File: src/rtl/tx_fifo_bridge_pkg.sv
// -----------------------------------------------------------------------------
// tx_fifo_bridge_pkg
// Shared definitions for the sequencer-to-UART transmit bridge:
//   - SEQ_DW            : sequencer datapath width (bridge data width binds here)
//   - TX_ACK_TO_DEFAULT : default cycles to wait for the UART to go busy
//   - tx_state_e        : launch FSM state encoding
//   - cnt_width()       : width of a counter that must hold 0..max_val
// -----------------------------------------------------------------------------
package tx_fifo_bridge_pkg;

    localparam int SEQ_DW            = 8;
    localparam int TX_ACK_TO_DEFAULT = 4;

    typedef enum logic [1:0] {
        ST_IDLE      = 2'd0,
        ST_LAUNCH    = 2'd1,
        ST_WAIT_ACK  = 2'd2,
        ST_WAIT_DONE = 2'd3
    } tx_state_e;

    // Bits needed to represent every value from 0 to max_val inclusive.
    function automatic int cnt_width(input int max_val);
        int w;
        w = $clog2(max_val + 1);
        if (w < 1) begin
            w = 1;
        end else begin
            w = w;
        end
        return w;
    endfunction

endpackage

File: src/rtl/tx_fifo_bridge_sync_fifo.sv
// -----------------------------------------------------------------------------
// sync_fifo
// Register-array circular buffer. Pointers carry one extra MSB so that
// equal low bits with different MSBs means full, identical pointers means
// empty; pointers wrap modulo 2*DEPTH.
// A write while full is accepted only if a pop happens in the same cycle
// (the slot being vacated is the one written). Otherwise it is ignored.
// Ports:
//   clk, rst   : clock, asynchronous active-high reset
//   i_srst     : synchronous clear (held while the reset synchroniser drains)
//   i_wr       : write request, i_wdata data to store
//   i_pop      : pop request (ignored when empty)
//   o_rdata    : head entry (valid when not empty)
//   o_full     : level == DEPTH
//   o_empty    : level == 0
//   o_level    : occupancy, 0..DEPTH
// -----------------------------------------------------------------------------
module sync_fifo
    import tx_fifo_bridge_pkg::*;
#(
    parameter  int DW    = SEQ_DW,
    parameter  int DEPTH = 8,
    localparam int AW    = $clog2(DEPTH)
) (
    input  logic          clk,
    input  logic          rst,
    input  logic          i_srst,
    input  logic          i_wr,
    input  logic [DW-1:0] i_wdata,
    input  logic          i_pop,
    output logic [DW-1:0] o_rdata,
    output logic          o_full,
    output logic          o_empty,
    output logic [AW:0]   o_level
);

    localparam logic [AW:0] PTR_ONE  = (AW+1)'(1);
    localparam logic [AW:0] LVL_FULL = (AW+1)'(DEPTH);

    logic [AW:0]   r_wr_ptr;
    logic [AW:0]   r_rd_ptr;
    logic [DW-1:0] r_mem [DEPTH];
    logic          w_wr_en;
    logic          w_rd_en;

    // Modular pointer difference is the occupancy thanks to the extra MSB.
    assign o_level = r_wr_ptr - r_rd_ptr;
    assign o_full  = (o_level == LVL_FULL);
    assign o_empty = (r_wr_ptr == r_rd_ptr);
    assign o_rdata = r_mem[r_rd_ptr[AW-1:0]];

    assign w_rd_en = i_pop && !o_empty;
    assign w_wr_en = i_wr && (!o_full || w_rd_en);

    // Pointer update: advance on accepted write / pop, cleared by either reset.
    always_ff @(posedge clk or posedge rst) begin
        if (rst) begin
            r_wr_ptr <= '0;
            r_rd_ptr <= '0;
        end else if (i_srst) begin
            r_wr_ptr <= '0;
            r_rd_ptr <= '0;
        end else begin
            if (w_wr_en) begin
                r_wr_ptr <= r_wr_ptr + PTR_ONE;
            end
            if (w_rd_en) begin
                r_rd_ptr <= r_rd_ptr + PTR_ONE;
            end
        end
    end

    // Storage write; contents need no reset since the pointers gate visibility.
    always_ff @(posedge clk) begin
        if (w_wr_en) begin
            r_mem[r_wr_ptr[AW-1:0]] <= i_wdata;
        end
    end

endmodule

File: src/rtl/tx_fifo_bridge.sv
// -----------------------------------------------------------------------------
// tx_fifo_bridge
// Buffers bytes from the sequencer and launches them one at a time into a
// UART transmitter using a one-cycle strobe, then waits for the UART to go
// busy and idle again (or for a timeout if it never acknowledges).
// Ports:
//   clk         : system clock
//   rst         : asynchronous active-high reset (release synchronised)
//   i_data      : byte from the sequencer
//   i_valid     : one-cycle write strobe
//   o_busy      : FIFO full, back-pressure to the sequencer
//   o_tx_data   : byte presented to the UART, held until the next pop
//   o_tx_stb    : one-cycle launch strobe
//   i_tx_busy   : UART transmitter busy
//   o_level     : FIFO occupancy
//   o_drop_cnt  : writes lost to overflow, saturating at 255
// -----------------------------------------------------------------------------
module tx_fifo_bridge
    import tx_fifo_bridge_pkg::*;
#(
    parameter  int DW     = SEQ_DW,
    parameter  int DEPTH  = 8,
    parameter  int ACK_TO = TX_ACK_TO_DEFAULT,
    localparam int AW     = $clog2(DEPTH)
) (
    input  logic          clk,
    input  logic          rst,
    input  logic [DW-1:0] i_data,
    input  logic          i_valid,
    output logic          o_busy,
    output logic [DW-1:0] o_tx_data,
    output logic          o_tx_stb,
    input  logic          i_tx_busy,
    output logic [AW:0]   o_level,
    output logic [7:0]    o_drop_cnt
);

    localparam int            CW       = cnt_width(ACK_TO);
    localparam logic [CW-1:0] CNT_ONE  = CW'(1);
    localparam logic [CW-1:0] CNT_LAST = CW'(ACK_TO - 1);

    logic [1:0]    r_rst_sync;
    logic          w_srst;
    tx_state_e     r_state;
    tx_state_e     w_state_nxt;
    logic [CW-1:0] r_cnt;
    logic [DW-1:0] r_tx_data;
    logic          r_tx_stb;
    logic [7:0]    r_drop_cnt;
    logic          w_pop;
    logic          w_cnt_clr;
    logic          w_cnt_inc;
    logic          w_full;
    logic          w_empty;
    logic          w_drop;
    logic [DW-1:0] w_head;

    // Reset release synchroniser: set asynchronously, drains to zero over two edges.
    always_ff @(posedge clk or posedge rst) begin
        if (rst) begin
            r_rst_sync <= 2'b11;
        end else begin
            r_rst_sync <= {r_rst_sync[0], 1'b0};
        end
    end

    assign w_srst = r_rst_sync[1];

    sync_fifo #(
        .DW    (DW),
        .DEPTH (DEPTH)
    ) u_fifo (
        .clk     (clk),
        .rst     (rst),
        .i_srst  (w_srst),
        .i_wr    (i_valid),
        .i_wdata (i_data),
        .i_pop   (w_pop),
        .o_rdata (w_head),
        .o_full  (w_full),
        .o_empty (w_empty),
        .o_level (o_level)
    );

    // A full FIFO loses the write unless the launcher frees a slot this cycle.
    assign w_drop = i_valid && w_full && !w_pop;

    // Launch FSM next-state and control decode.
    always_comb begin
        w_state_nxt = r_state;
        w_pop       = 1'b0;
        w_cnt_clr   = 1'b0;
        w_cnt_inc   = 1'b0;
        case (r_state)
            ST_IDLE: begin
                if (!w_empty && !i_tx_busy) begin
                    w_pop       = 1'b1;
                    w_state_nxt = ST_LAUNCH;
                end else begin
                    w_state_nxt = ST_IDLE;
                end
            end
            ST_LAUNCH: begin
                w_cnt_clr   = 1'b1;
                w_state_nxt = ST_WAIT_ACK;
            end
            ST_WAIT_ACK: begin
                if (i_tx_busy) begin
                    w_state_nxt = ST_WAIT_DONE;
                end else begin
                    // No acknowledge: give up after ACK_TO cycles, byte treated as sent.
                    w_cnt_inc = 1'b1;
                    if (r_cnt == CNT_LAST) begin
                        w_state_nxt = ST_IDLE;
                    end else begin
                        w_state_nxt = ST_WAIT_ACK;
                    end
                end
            end
            ST_WAIT_DONE: begin
                if (!i_tx_busy) begin
                    w_state_nxt = ST_IDLE;
                end else begin
                    w_state_nxt = ST_WAIT_DONE;
                end
            end
            default: begin
                w_state_nxt = ST_IDLE;
            end
        endcase
    end

    // FSM state register.
    always_ff @(posedge clk or posedge rst) begin
        if (rst) begin
            r_state <= ST_IDLE;
        end else if (w_srst) begin
            r_state <= ST_IDLE;
        end else begin
            r_state <= w_state_nxt;
        end
    end

    // Acknowledge timeout counter.
    always_ff @(posedge clk or posedge rst) begin
        if (rst) begin
            r_cnt <= '0;
        end else if (w_srst || w_cnt_clr) begin
            r_cnt <= '0;
        end else if (w_cnt_inc) begin
            r_cnt <= r_cnt + CNT_ONE;
        end
    end

    // Output byte register: captures the head on pop and holds it until the next pop.
    always_ff @(posedge clk or posedge rst) begin
        if (rst) begin
            r_tx_data <= '0;
        end else if (w_srst) begin
            r_tx_data <= '0;
        end else if (w_pop) begin
            r_tx_data <= w_head;
        end
    end

    // Launch strobe: high for the single cycle spent in LAUNCH.
    always_ff @(posedge clk or posedge rst) begin
        if (rst) begin
            r_tx_stb <= 1'b0;
        end else if (w_srst) begin
            r_tx_stb <= 1'b0;
        end else begin
            r_tx_stb <= w_pop;
        end
    end

    // Overflow drop counter, saturating at 255.
    always_ff @(posedge clk or posedge rst) begin
        if (rst) begin
            r_drop_cnt <= 8'd0;
        end else if (w_srst) begin
            r_drop_cnt <= 8'd0;
        end else if (w_drop && (r_drop_cnt != 8'hFF)) begin
            r_drop_cnt <= r_drop_cnt + 8'd1;
        end
    end

    assign o_busy     = w_full;
    assign o_tx_data  = r_tx_data;
    assign o_tx_stb   = r_tx_stb;
    assign o_drop_cnt = r_drop_cnt;

endmodule

File: config.mk
export PLATFORM = sky130hd
export DESIGN_NAME = tx_fifo_bridge
export DESIGN_NICKNAME = d
export VERILOG_FILES = /design/src/rtl/tx_fifo_bridge_pkg.sv /design/src/rtl/tx_fifo_bridge_sync_fifo.sv /design/src/rtl/tx_fifo_bridge.sv
export SDC_FILE = /design/constraint.sdc
export NUM_CORES = 1
export LEC_CHECK = 0
export BUFFER_PORTS_ARGS = -buffer_cell sky130_fd_sc_hd__buf_2
export CAP_MARGIN = 25
export CORE_MARGIN = 5
export CORE_UTILIZATION = 55
export CTS_CLUSTER_SIZE = 12
export DETAILED_ROUTE_END_ITERATION = 8
export PLACE_DENSITY = 0.74
export SETUP_SLACK_MARGIN = 0.05
export SLEW_MARGIN = 0
export SYNTH_ARGS = -nofsm -noshare
export SYNTH_HDL_FRONTEND = slang
export SYNTH_SLANG_ARGS = --single-unit
File: constraint.sdc
create_clock -name clk -period 5 [get_ports clk]
set_input_delay 0.5 -clock clk [delete_from_list [all_inputs] [get_ports clk]]
set_output_delay 0.5 -clock clk [all_outputs]
set_load 0.01 [all_outputs]
==> impl_metrics.csv, run 1 <==
group,metric,value,unit
finish,drive_gt1_share,23.91,%
logic_synthesis,synth_cell_type_count,40,
timing,tns,0,ps
worst_setup_path,end_kind,"flop",
floorplan,die-area,0.009226,mm^2
timing,fin_crit_sh,75.31,%
finish,fin_area,0.004526,mm^2
route,drc,0,
global_route,grt_pass1_wl,12.36,mm
timing,finalHoldViolCount,0,
worst_setup_path,critPathArrivalTime,3850,ps
global_route,overflow,0,
route,wl_per_cell,17.79,um
logic_synthesis,syn-instance-count,283,
run,cap_violations,0,
global_route,track_usage,18.44,%
clock_network,cts_tree,"built",
finish,area.growth.synth_to_final,11.12,%
worst_setup_path,critPathRequiredTime,5090,ps
logic_synthesis,synth-edff-count,64,
finish,nNetsFinal,338,
route,num_vias,2371,
timing,skew,13.46,ps
timing,drv_slew,0,
clock_network,clk_pin_slew_worst_paths,100,ps
floorplan,start_util,56.45,%
timing,rsz0062_at_grt,"false",
placement,placed_area,0.004339,mm^2
route,drtIter0Drc,133,
power_and_ir_drop,p_leak,0.001714,uW
hold_path,hold_path.class,"input pin to async pin",
route,drt_pre_antenna_iters,4,
worst_setup_path,critPathMaxFanout,26,
logic_synthesis,ys.flop_type,"edfxtp_1",
timing,setup-violations-final,0,
timing,worst_slew_pin_slew,878.8,ps
route,ant_nets,0,
route,post_drt_via_cell_ratio,5.632,
route,routed_wirelength,7.490,mm
clock_network,cts.path.max_buffers,2,
finish,antenna_cells,0,
clock_network,clock_tree.root_cell,"clkbuf_8",
floorplan,ios,34,
timing,max_freq,265.6,MHz
placement,gp_congestion,0.8468,
floorplan,coreArea,0.007214,mm^2
logic_synthesis,ys_ff_latch,96,
clock_network,cts_max_level,3,
clock_network,numCtsBuffers,9,
logic_synthesis,ys_seq_area_share,66.91,%
global_route,grt_max_degree,33,
global_route,antenna_found_initial,0,
logic_synthesis,synth_area,0.004073,mm^2
floorplan,rows,31,
worst_setup_path,critPathLaunchType,"flop",
finish,layout_common_cells,"edfxtp_1, buf_2, nor2_1",
timing,period_needed,3766,ps
logic_synthesis,syn-mean-instance-area,14.39,um^2
power_and_ir_drop,ir_drop,0.2473,mV
logic_synthesis,synth.net_count,304,
clock_network,hold_buffers,0,
logic_synthesis,postSynth.asyncResetShare,33.33,%
placement,portBuffers,33,
finish,layout_commonest_cell,"edfxtp_1",
worst_setup_path,crit_type,"flop to flop",
global_route,grt_pass1_vias,2399,
floorplan,die_h,96.05,um
status,status,"complete, no violations",
clock_network,clkLatencyLatePin,360,ps
clock_network,cts_resized,0,
clock_network,clkSinkCount,96,
clock_network,cts_setup_buffers,0,
power_and_ir_drop,power_density,460.0,mW/mm^2
timing,maxSlewHeadroom,41.41,%
logic_synthesis,ys_warn_count,0,
placement,hpwlAfterDp,5.189,mm
floorplan,die_w,96.05,um
[final timing paths]
path                                                startpoint                           end  slack [ps]  cells past startpoint
worst max-delay path            u_fifo.r_rd_ptr[1]$_DFFE_PP0P_  u_fifo.r_mem[0][2]$_DFFE_PP_        1230                      8
worst max register to register  u_fifo.r_rd_ptr[1]$_DFFE_PP0P_  u_fifo.r_mem[0][2]$_DFFE_PP_        1230                      8
worst min register to register         r_rst_sync[0]$_DFF_PP1_       r_rst_sync[1]$_DFF_PP1_         360                      0
min in group clk                       r_rst_sync[0]$_DFF_PP1_       r_rst_sync[1]$_DFF_PP1_         360                      0
max in group asynchronous                                  rst       r_rst_sync[0]$_DFF_PP1_        4460                      3
worst min-delay path                                       rst     o_drop_cnt[4]$_DFFE_PP0P_         210                      3
[where the power goes]
| group | switching [uW] | leakage, uW | internal [uW] |
|---|---|---|---|
| logic | 339 | 0.000614 | 253 |
| registers | 64.6 | 0.00101 | 947 |
| clock network | 288 | 0.0000859 | 190 |
[sequential cells by signal, indices dropped and copies added, names as in the netlist]
| register | flops |
|---|---|
| o_drop_cnt | 8 |
| u_fifo.r_mem | 64 |
| o_tx_data | 8 |
| r_state | 2 |
| r_rst_sync | 2 |
| u_fifo.r_wr_ptr | 4 |
| u_fifo.r_rd_ptr | 4 |
| r_cnt | 3 |
| o_tx_stb | 1 |
[cells by family after synthesis]
logic type	share of synthesized area, %
adder cells (fa/ha/maj)	2.949
other	0.09208
flip-flops	66.91
AO/OA/AOI/OAI	6.483
XOR/XNOR	1.290
buffers and inverters	2.672
multiplexers	9.647
AND/OR/NAND/NOR	9.954
[layer usage]
metal / GRT usage [%] / up-vias / part of all wire, %
li1: - / 1127 / -
met3: 4.848 / 13 / 5.6
met2: 28.41 / 65 / 49
met5: 0 / - / 0
met4: 6.280 / 0 / 2.1
met1: 25.63 / 1166 / 43
[synth_stat cells (all sizes together), types with 2 or more instances]
cell type   n  area (um^2)
or3         5        31.28
nor3        3        15.01
or4         6        45.04
nor2       32        120.1
xor2        2        17.52
dfrtp      30        750.7
o31ai       6        45.04
a311oi      8        70.07
nand3       3        15.01
mux4       16        360.4
ha          8        100.1
mux2        2        22.52
nand3b      3        22.52
buf         6        26.27
dfstp       2        52.55
inv        13        48.79
xnor2       4        35.03
nor2b       2        12.51
nand2      21        78.83
edfxtp     64         1922
o21ai       3        15.01
clkbuf      9        33.78
a21oi      17        85.08
nand4       5        31.28
[critical path: stages, from the launching register on]
cell and delay, ps:
dfrtp_1 890, inv_1 140, ha_1 350, nand2_1 80
o311a_1 730, o41ai_2 230, or2_2 370, nor3_1 450
buf_4 250
[layout make-up]
| class | instances | area [um^2] |
|---|---|---|
| fillers | 560 | 2689 |
| repair buffers | 38 | 202.7 |
| clock inverters | 7 | 62.56 |
| well taps | 99 | 123.9 |
| flip-flops and latches | 96 | 2725 |
| multi-input cells | 159 | 1239 |
| clock buffers | 9 | 123.9 |
| inverters | 13 | 48.80 |
[metrics by stage]
step,total power (uW),setup slack (ps),cells,hold WS [ps],utilization [%]
2_1_floorplan,1449,1583,283,345.2,-
3_3_place_gp,1615,1290,405,347.0,60.15
3_5_place_dp,1625,1194,405,348.5,60.15
4_1_cts,2101,1202,421,208.1,62.73
5_1_grt,2214,834.3,421,232.9,62.73
6_report,2082,1234,421,206.2,62.73
Power figures use the tool's default switching activity.
==> run 2, diff against run 1 <==
--- a/config.mk
+++ b/config.mk
@@ -5,13 +5,14 @@
 export SDC_FILE = /design/constraint.sdc
 export NUM_CORES = 1
 export LEC_CHECK = 0
+export ABC_AREA = 1
 export BUFFER_PORTS_ARGS = -buffer_cell sky130_fd_sc_hd__buf_2
 export CAP_MARGIN = 25
 export CORE_MARGIN = 5
-export CORE_UTILIZATION = 55
+export CORE_UTILIZATION = 53
 export CTS_CLUSTER_SIZE = 12
 export DETAILED_ROUTE_END_ITERATION = 8
-export PLACE_DENSITY = 0.74
+export PLACE_DENSITY = 0.75
 export SETUP_SLACK_MARGIN = 0.05
 export SLEW_MARGIN = 0
 export SYNTH_ARGS = -nofsm -noshare
==> constraint.sdc (replaced) <==
create_clock -name clk -period 3.1 [get_ports clk]
set_input_delay 0.31 -clock clk [delete_from_list [all_inputs] [get_ports clk]]
set_output_delay 0.31 -clock clk [all_outputs]
set_load 0.01 [all_outputs]
==> run 2 against run 1 <==
  * Clock skew is 3.4 ps lower
  * Cell count is 23% higher
  * Critical path type unchanged
  * Maximum frequency increased by 36%
  * Flip-flop and latch count unchanged
==> impl_metrics.csv, run 2 <==
group,metric,value,unit
status,status,"complete, no violations",
power_and_ir_drop,ir_drop,0.4620,mV
clock_network,cts.path.max_buffers,2,
worst_setup_path,critPathMaxFanout,8,
placement,portBuffers,33,
route,wl_per_cell,17.23,um
timing,setup_ws,326.8,ps
route,routed_wirelength,8.940,mm
clock_network,hold_buffers,0,
timing,finalHoldViolCount,0,
logic_synthesis,ys.flop_type,"edfxtp_1",
floorplan,coreArea,0.007727,mm^2
logic_synthesis,ys_seq_area_share,65.00,%
route,num_vias,2923,
clock_network,cts_max_level,3,
route,ant_nets,0,
worst_setup_path,critPathRequiredTime,3100,ps
finish,largest_reg_flops,64,
timing,fin_crit_sh,89.46,%
finish,area.growth.synth_to_final,11.58,%
logic_synthesis,ys_warn_count,0,
clock_network,clk_pin_slew_worst_paths,100,ps
logic_synthesis,syn-mean-instance-area,11.21,um^2
floorplan,rows,32,
worst_setup_path,crit_type,"flop to flop",
global_route,grt_pass1_wl,14.54,mm
floorplan,die_w,98.95,um
logic_synthesis,synth_area,0.004193,mm^2
timing,drv_slew,0,
clock_network,clkSinkCount,96,
clock_network,clkLatencyLatePin,370,ps
power_and_ir_drop,power_density,736.8,mW/mm^2
clock_network,clock_tree.root_cell,"clkbuf_8",
finish,antenna_cells,0,
logic_synthesis,postSynth.asyncResetShare,33.33,%
global_route,track_usage,19.27,%
worst_setup_path,critPathArrivalTime,2770,ps
timing,skew,10.10,ps
hold_path,hold_path.class,"input pin to async pin",
logic_synthesis,syn-instance-count,374,
worst_setup_path,worstPathCellList,"inv_1, ha_1, fa_1, xnor2_1, nor2_2, nand3_4, nand2_4, inv_2, nand2_2, nor2_1",
logic_synthesis,synth_cell_type_count,34,
floorplan,die_h,98.95,um
placement,dp_slack,325.2,ps
logic_synthesis,synth_area_leaders,"edfxtp_1, dfrtp_1, nand3_1",
clock_network,cts_tree,"built",
logic_synthesis,synth-edff-count,64,
logic_synthesis,synth.net_count,395,
timing,period_needed,2773,ps
logic_synthesis,yosysTopAreaCellShare,45.84,%
finish,layout_commonest_cell,"edfxtp_1",
global_route,grt_max_degree,37,
global_route,antenna_found_initial,0,
timing,setup-violations-final,0,
logic_synthesis,synthTopCellsByCount,"edfxtp_1, nor2_1, nand2_1, nand3_1, o21ai_0",
logic_synthesis,yosysMostFrequentCell,"edfxtp_1",
worst_setup_path,end_kind,"flop",
placement,hpwlAfterDp,6.332,mm
route,drtIter0Drc,220,
global_route,overflow,0,
clock_network,cts_setup_buffers,0,
finish,stdcell_count,519,
timing,max_freq,360.6,MHz
logic_synthesis,ys_ff_latch,96,
route,drc,0,
finish,layout_common_cells,"edfxtp_1, nor2_1, nand3_1, nand2_1, o21ai_0",
run,cap_violations,0,
worst_setup_path,crit_slowest_cell,"nor2_1",
power_and_ir_drop,p_leak,0.002000,uW
clock_network,cts_resized,0,
timing,tns,0,ps
worst_setup_path,crit_family,"simple AND/OR/NAND/NOR gates",
timing,rsz0062_at_grt,"false",
worst_setup_path,critPathBufInv,2,
clock_network,numCtsBuffers,9,
route,post_drt_via_cell_ratio,5.632,
logic_synthesis,synth.largest_area_cell,"edfxtp_1",
floorplan,start_util,54.26,%
worst_setup_path,max_stage_delay,540,ps
placement,dp_cells,503,
worst_setup_path,critPathLaunchType,"flop",
placement,gp_congestion,0.9830,
global_route,grt_pass1_vias,2777,
floorplan,ios,34,
floorplan,die-area,0.009790,mm^2
timing,worst_slew_pin_slew,902.4,ps
timing,maxSlewHeadroom,39.46,%
finish,nNetsFinal,433,
route,drt_pre_antenna_iters,5,
finish,drive_gt1_share,17.75,%
[run 2: cell families after synthesis]
family	count (synthesis)	share of synthesized area, %
flip-flops	96	65.00
other	1	0.08944
XOR/XNOR	8	1.671
AND/OR/NAND/NOR	155	17.43
AO/OA/AOI/OAI	62	8.923
buffers and inverters	43	4.028
adder cells (fa/ha/maj)	9	2.865
[run 2: layer usage]
| layer | track usage [%] | vias to the layer above | share of wire, % |
|---|---|---|---|
| li1 | - | 1390 | - |
| met5 | 0 | - | 0 |
| met3 | 5.732 | 10 | 8.0 |
| met4 | 5.987 | 0 | 1.5 |
| met2 | 30.68 | 129 | 49 |
| met1 | 25.55 | 1394 | 42 |
[run 2: layout make-up]
cell class / count / area [um^2]
fill: 629 / 3049
inverter: 28 / 105.1
clock inverter: 7 / 65.06
timing repair buffer: 42 / 232.7
tap: 102 / 127.6
clock buffer: 9 / 123.9
multi-input combinational: 235 / 1299
sequential: 96 / 2725
[run 2: worst register-to-register path, cell delays in order (launching register included)]
cell	delay, ps
dfrtp_1	430
inv_1	110
ha_1	220
fa_1	390
xnor2_1	230
nor2_2	100
nand3_4	160
nand2_4	90
inv_2	80
nand2_2	80
nor2_1	540
[run 2: path summary, 6_finish.rpt]
path | start | endpoint | slack, ps | cells past startpoint
worst max-delay path | u_fifo.r_wr_ptr[0]$_DFFE_PP0P_ | u_fifo.r_mem[6][4]$_DFFE_PP_ | 330 | 10
worst min-delay path | rst | r_cnt[2]$_DFFE_PP0P_ | 20 | 3
worst max register to register | u_fifo.r_wr_ptr[0]$_DFFE_PP0P_ | u_fifo.r_mem[6][4]$_DFFE_PP_ | 330 | 10
worst min register to register | r_rst_sync[0]$_DFF_PP1_ | r_rst_sync[1]$_DFF_PP1_ | 360 | 0
max in group asynchronous | rst | r_rst_sync[1]$_DFF_PP1_ | 2750 | 3
min in group clk | i_tx_busy | r_state[0]$_DFF_PP0_ | 260 | 3
[run 2: report_power, final]
part	total [uW]	switching (uW)	internal, uW
Sequential	1600	78.7	1520
Clock	775	467	308
Combinational	1070	742	328
Total	3450	1290	2160
[run 2: metrics by stage]
| stage | instance area (um^2) | hold WS [ps] | total power [uW] | utilization (%) |
|---|---|---|---|---|
| after detailed placement | 4489 | 348.8 | 2693 | 58.10 |
| after floorplan | 4193 | 345.2 | 2351 | - |
| after global routing | 4678 | 67.18 | 3649 | 60.54 |
| final | 4678 | 24.60 | 3447 | 60.54 |
| after CTS | 4678 | 24.21 | 3471 | 60.54 |
| after global placement | 4489 | 346.9 | 2676 | 58.10 |
==> run 3, diff against run 2 <==
--- a/config.mk
+++ b/config.mk
@@ -7,12 +7,11 @@
 export LEC_CHECK = 0
 export ABC_AREA = 1
 export BUFFER_PORTS_ARGS = -buffer_cell sky130_fd_sc_hd__buf_2
-export CAP_MARGIN = 25
 export CORE_MARGIN = 5
 export CORE_UTILIZATION = 53
 export CTS_CLUSTER_SIZE = 12
 export DETAILED_ROUTE_END_ITERATION = 8
-export PLACE_DENSITY = 0.75
+export PLACE_DENSITY = 0.76
 export SETUP_SLACK_MARGIN = 0.05
 export SLEW_MARGIN = 0
 export SYNTH_ARGS = -nofsm -noshare
==> run 3 against run 2 <==
  * Worst setup slack better by 56 ps
  * Combinational power hardly changed
  * Clock power is 3.6% higher
  * Critical endpoint is now u_fifo.r_mem[2][6]$_DFFE_PP_
  * Largest cell class unchanged
==> impl_metrics.csv, run 3 (synthesis gave the netlist of run 2 again) <==
group,metric,value,unit
floorplan,rows,32,
finish,antenna_cells,0,
finish,area.growth.synth_to_final,12.18,%
worst_setup_path,end_kind,"flop",
worst_setup_path,r2r-end,"u_fifo.r_mem[2][6]$_DFFE_PP_",
route,wl_per_cell,17.01,um
finish,fin_area,0.004703,mm^2
floorplan,coreArea,0.007727,mm^2
global_route,overflow,0,
placement,portBuffers,33,
timing,period_needed,2717,ps
floorplan,start_util,54.26,%
worst_setup_path,rrSetupSlack,380,ps
timing,tns,0,ps
route,post_drt_via_cell_ratio,5.630,
status,status,"complete, no violations",
global_route,grt_max_degree,37,
finish,layout_common_cells,"edfxtp_1, nor2_1, nand3_1, nand2_1, o21ai_0",
clock_network,cts_tree,"built",
floorplan,ios,34,
global_route,grt_pass1_wl,14.02,mm
run,cap_violations,0,
finish,fillers,608,
placement,dp_cells,505,
finish,multi_input_area,0.001299,mm^2
clock_network,cts_resized,0,
route,drtIter0Drc,243,
power_and_ir_drop,power_density,739.8,mW/mm^2
finish,final-seq-area,0.002725,mm^2
timing,maxSlewHeadroom,38.64,%
route,ant_nets,0,
timing,finalHoldViolCount,0,
finish,layout_commonest_cell,"edfxtp_1",
placement,hpwlAfterDp,6.272,mm
worst_setup_path,crit_type,"flop to flop",
worst_setup_path,critPathRequiredTime,3110,ps
placement,placed_area,0.004504,mm^2
clock_network,cts_max_level,3,
clock_network,clk_pin_slew_worst_paths,100,ps
hold_path,hold_path.class,"input pin to async pin",
clock_network,clkLatencyLatePin,370,ps
floorplan,die-area,0.009790,mm^2
route,num_vias,2933,
timing,worst_slew_pin_slew,914.8,ps
clock_network,clock_tree.root_cell,"clkbuf_8",
finish,stdcell_count,521,
power_and_ir_drop,p_leak,0.002020,uW
global_route,antenna_found_initial,0,
timing,rsz0062_at_grt,"false",
timing,setup-violations-final,0,
placement,gp_congestion,0.8767,
route,routed_wirelength,8.863,mm
clock_network,cts.path.max_buffers,2,
power_and_ir_drop,ir_drop,0.4062,mV
worst_setup_path,rr_startpoint,"u_fifo.r_wr_ptr[0]$_DFFE_PP0P_",
clock_network,clkSinkCount,96,
worst_setup_path,critPathLaunchType,"flop",
global_route,track_usage,18.79,%
timing,fin_crit_sh,87.65,%
worst_setup_path,critPathMaxFanout,8,
worst_setup_path,reg2reg_depth,10,
floorplan,die_w,98.95,um
global_route,grt_pass1_vias,2645,
timing,max_freq,368.0,MHz
route,drc,0,
timing,drv_slew,0,
clock_network,numCtsBuffers,9,
timing,skew,10.88,ps
finish,nNetsFinal,435,
floorplan,die_h,98.95,um
worst_setup_path,critPathArrivalTime,2730,ps
finish,largest_reg_flops,64,
clock_network,hold_buffers,0,
finish,drive_gt1_share,18.14,%
route,drt_pre_antenna_iters,5,
clock_network,cts_setup_buffers,0,
[run 3: cell count changes in the layout (fill, tap and decap cells not counted)]
cell / change
buf_4: +2
clkbuf_16: +1
clkbuf_2: +1
clkinv_2: -1
clkinv_4: +2
clkinv_8: -1
clkinvlp_4: -1
inv_6: -1
[run 3: worst max-delay path by stage]
stage | endpoint | slack, ps | from
after CTS | u_fifo.r_mem[2][6]$_DFFE_PP_ | 380 | u_fifo.r_wr_ptr[0]$_DFFE_PP0P_
final | u_fifo.r_mem[2][6]$_DFFE_PP_ | 380 | u_fifo.r_wr_ptr[0]$_DFFE_PP0P_
after detailed placement | u_fifo.r_mem[2][2]$_DFFE_PP_ | 400 | u_fifo.r_wr_ptr[0]$_DFFE_PP0P_
after global placement | u_fifo.r_mem[0][6]$_DFFE_PP_ | 510 | u_fifo.r_wr_ptr[0]$_DFFE_PP0P_
after floorplan | u_fifo.r_mem[0][0]$_DFFE_PP_ | 370 | u_fifo.r_rd_ptr[2]$_DFFE_PP0P_
after global routing | u_fifo.r_mem[2][5]$_DFFE_PP_ | 190 | u_fifo.r_wr_ptr[0]$_DFFE_PP0P_
[run 3: stage by stage]
stage / setup slack (ps) / power (uW) / hold slack (ps) / util [%]
2_1_floorplan: 372.2 / 2351 / 345.2 / -
3_3_place_gp: 513.6 / 2676 / 347.4 / 58.29
3_5_place_dp: 401.3 / 2700 / 347.6 / 58.29
4_1_cts: 383.8 / 3487 / 31.74 / 60.86
5_1_grt: 192.0 / 3676 / 56.08 / 60.86
6_report: 382.8 / 3479 / 8.771 / 60.86
[run 3: per-layer routing]
layer | vias to the layer above | part of all wire, % | global-route usage (%)
met3 | 14 | 7.5 | 3.822
met5 | - | 0 | 0
met4 | 0 | 2.0 | 7.773
met1 | 1392 | 43 | 25.48
met2 | 129 | 48 | 29.65
li1 | 1398 | - | -
[run 3: power breakdown]
part           internal (uW)  switching (uW)  total, uW
sequential              1520            71.6       1590
combinational            330             751       1080
clock                    355             448        803
[run 3: critical path: stages, from the launching register on]
cell	delay, ps
dfrtp_1	440
inv_1	110
ha_1	220
fa_1	380
xnor2_1	220
nor2_2	90
nand3_4	160
nand2_4	90
inv_2	70
nand2_2	80
nor2_1	490
[run 3: final cells by class]
cell class              count  area share [%]
repair buffers             44           5.267
well taps                 102           2.713
inverters                  28           2.235
clock inverters             5          0.9577
flip-flops and latches     96           57.94
clock buffers              11           3.272
multi-input cells         235           27.61
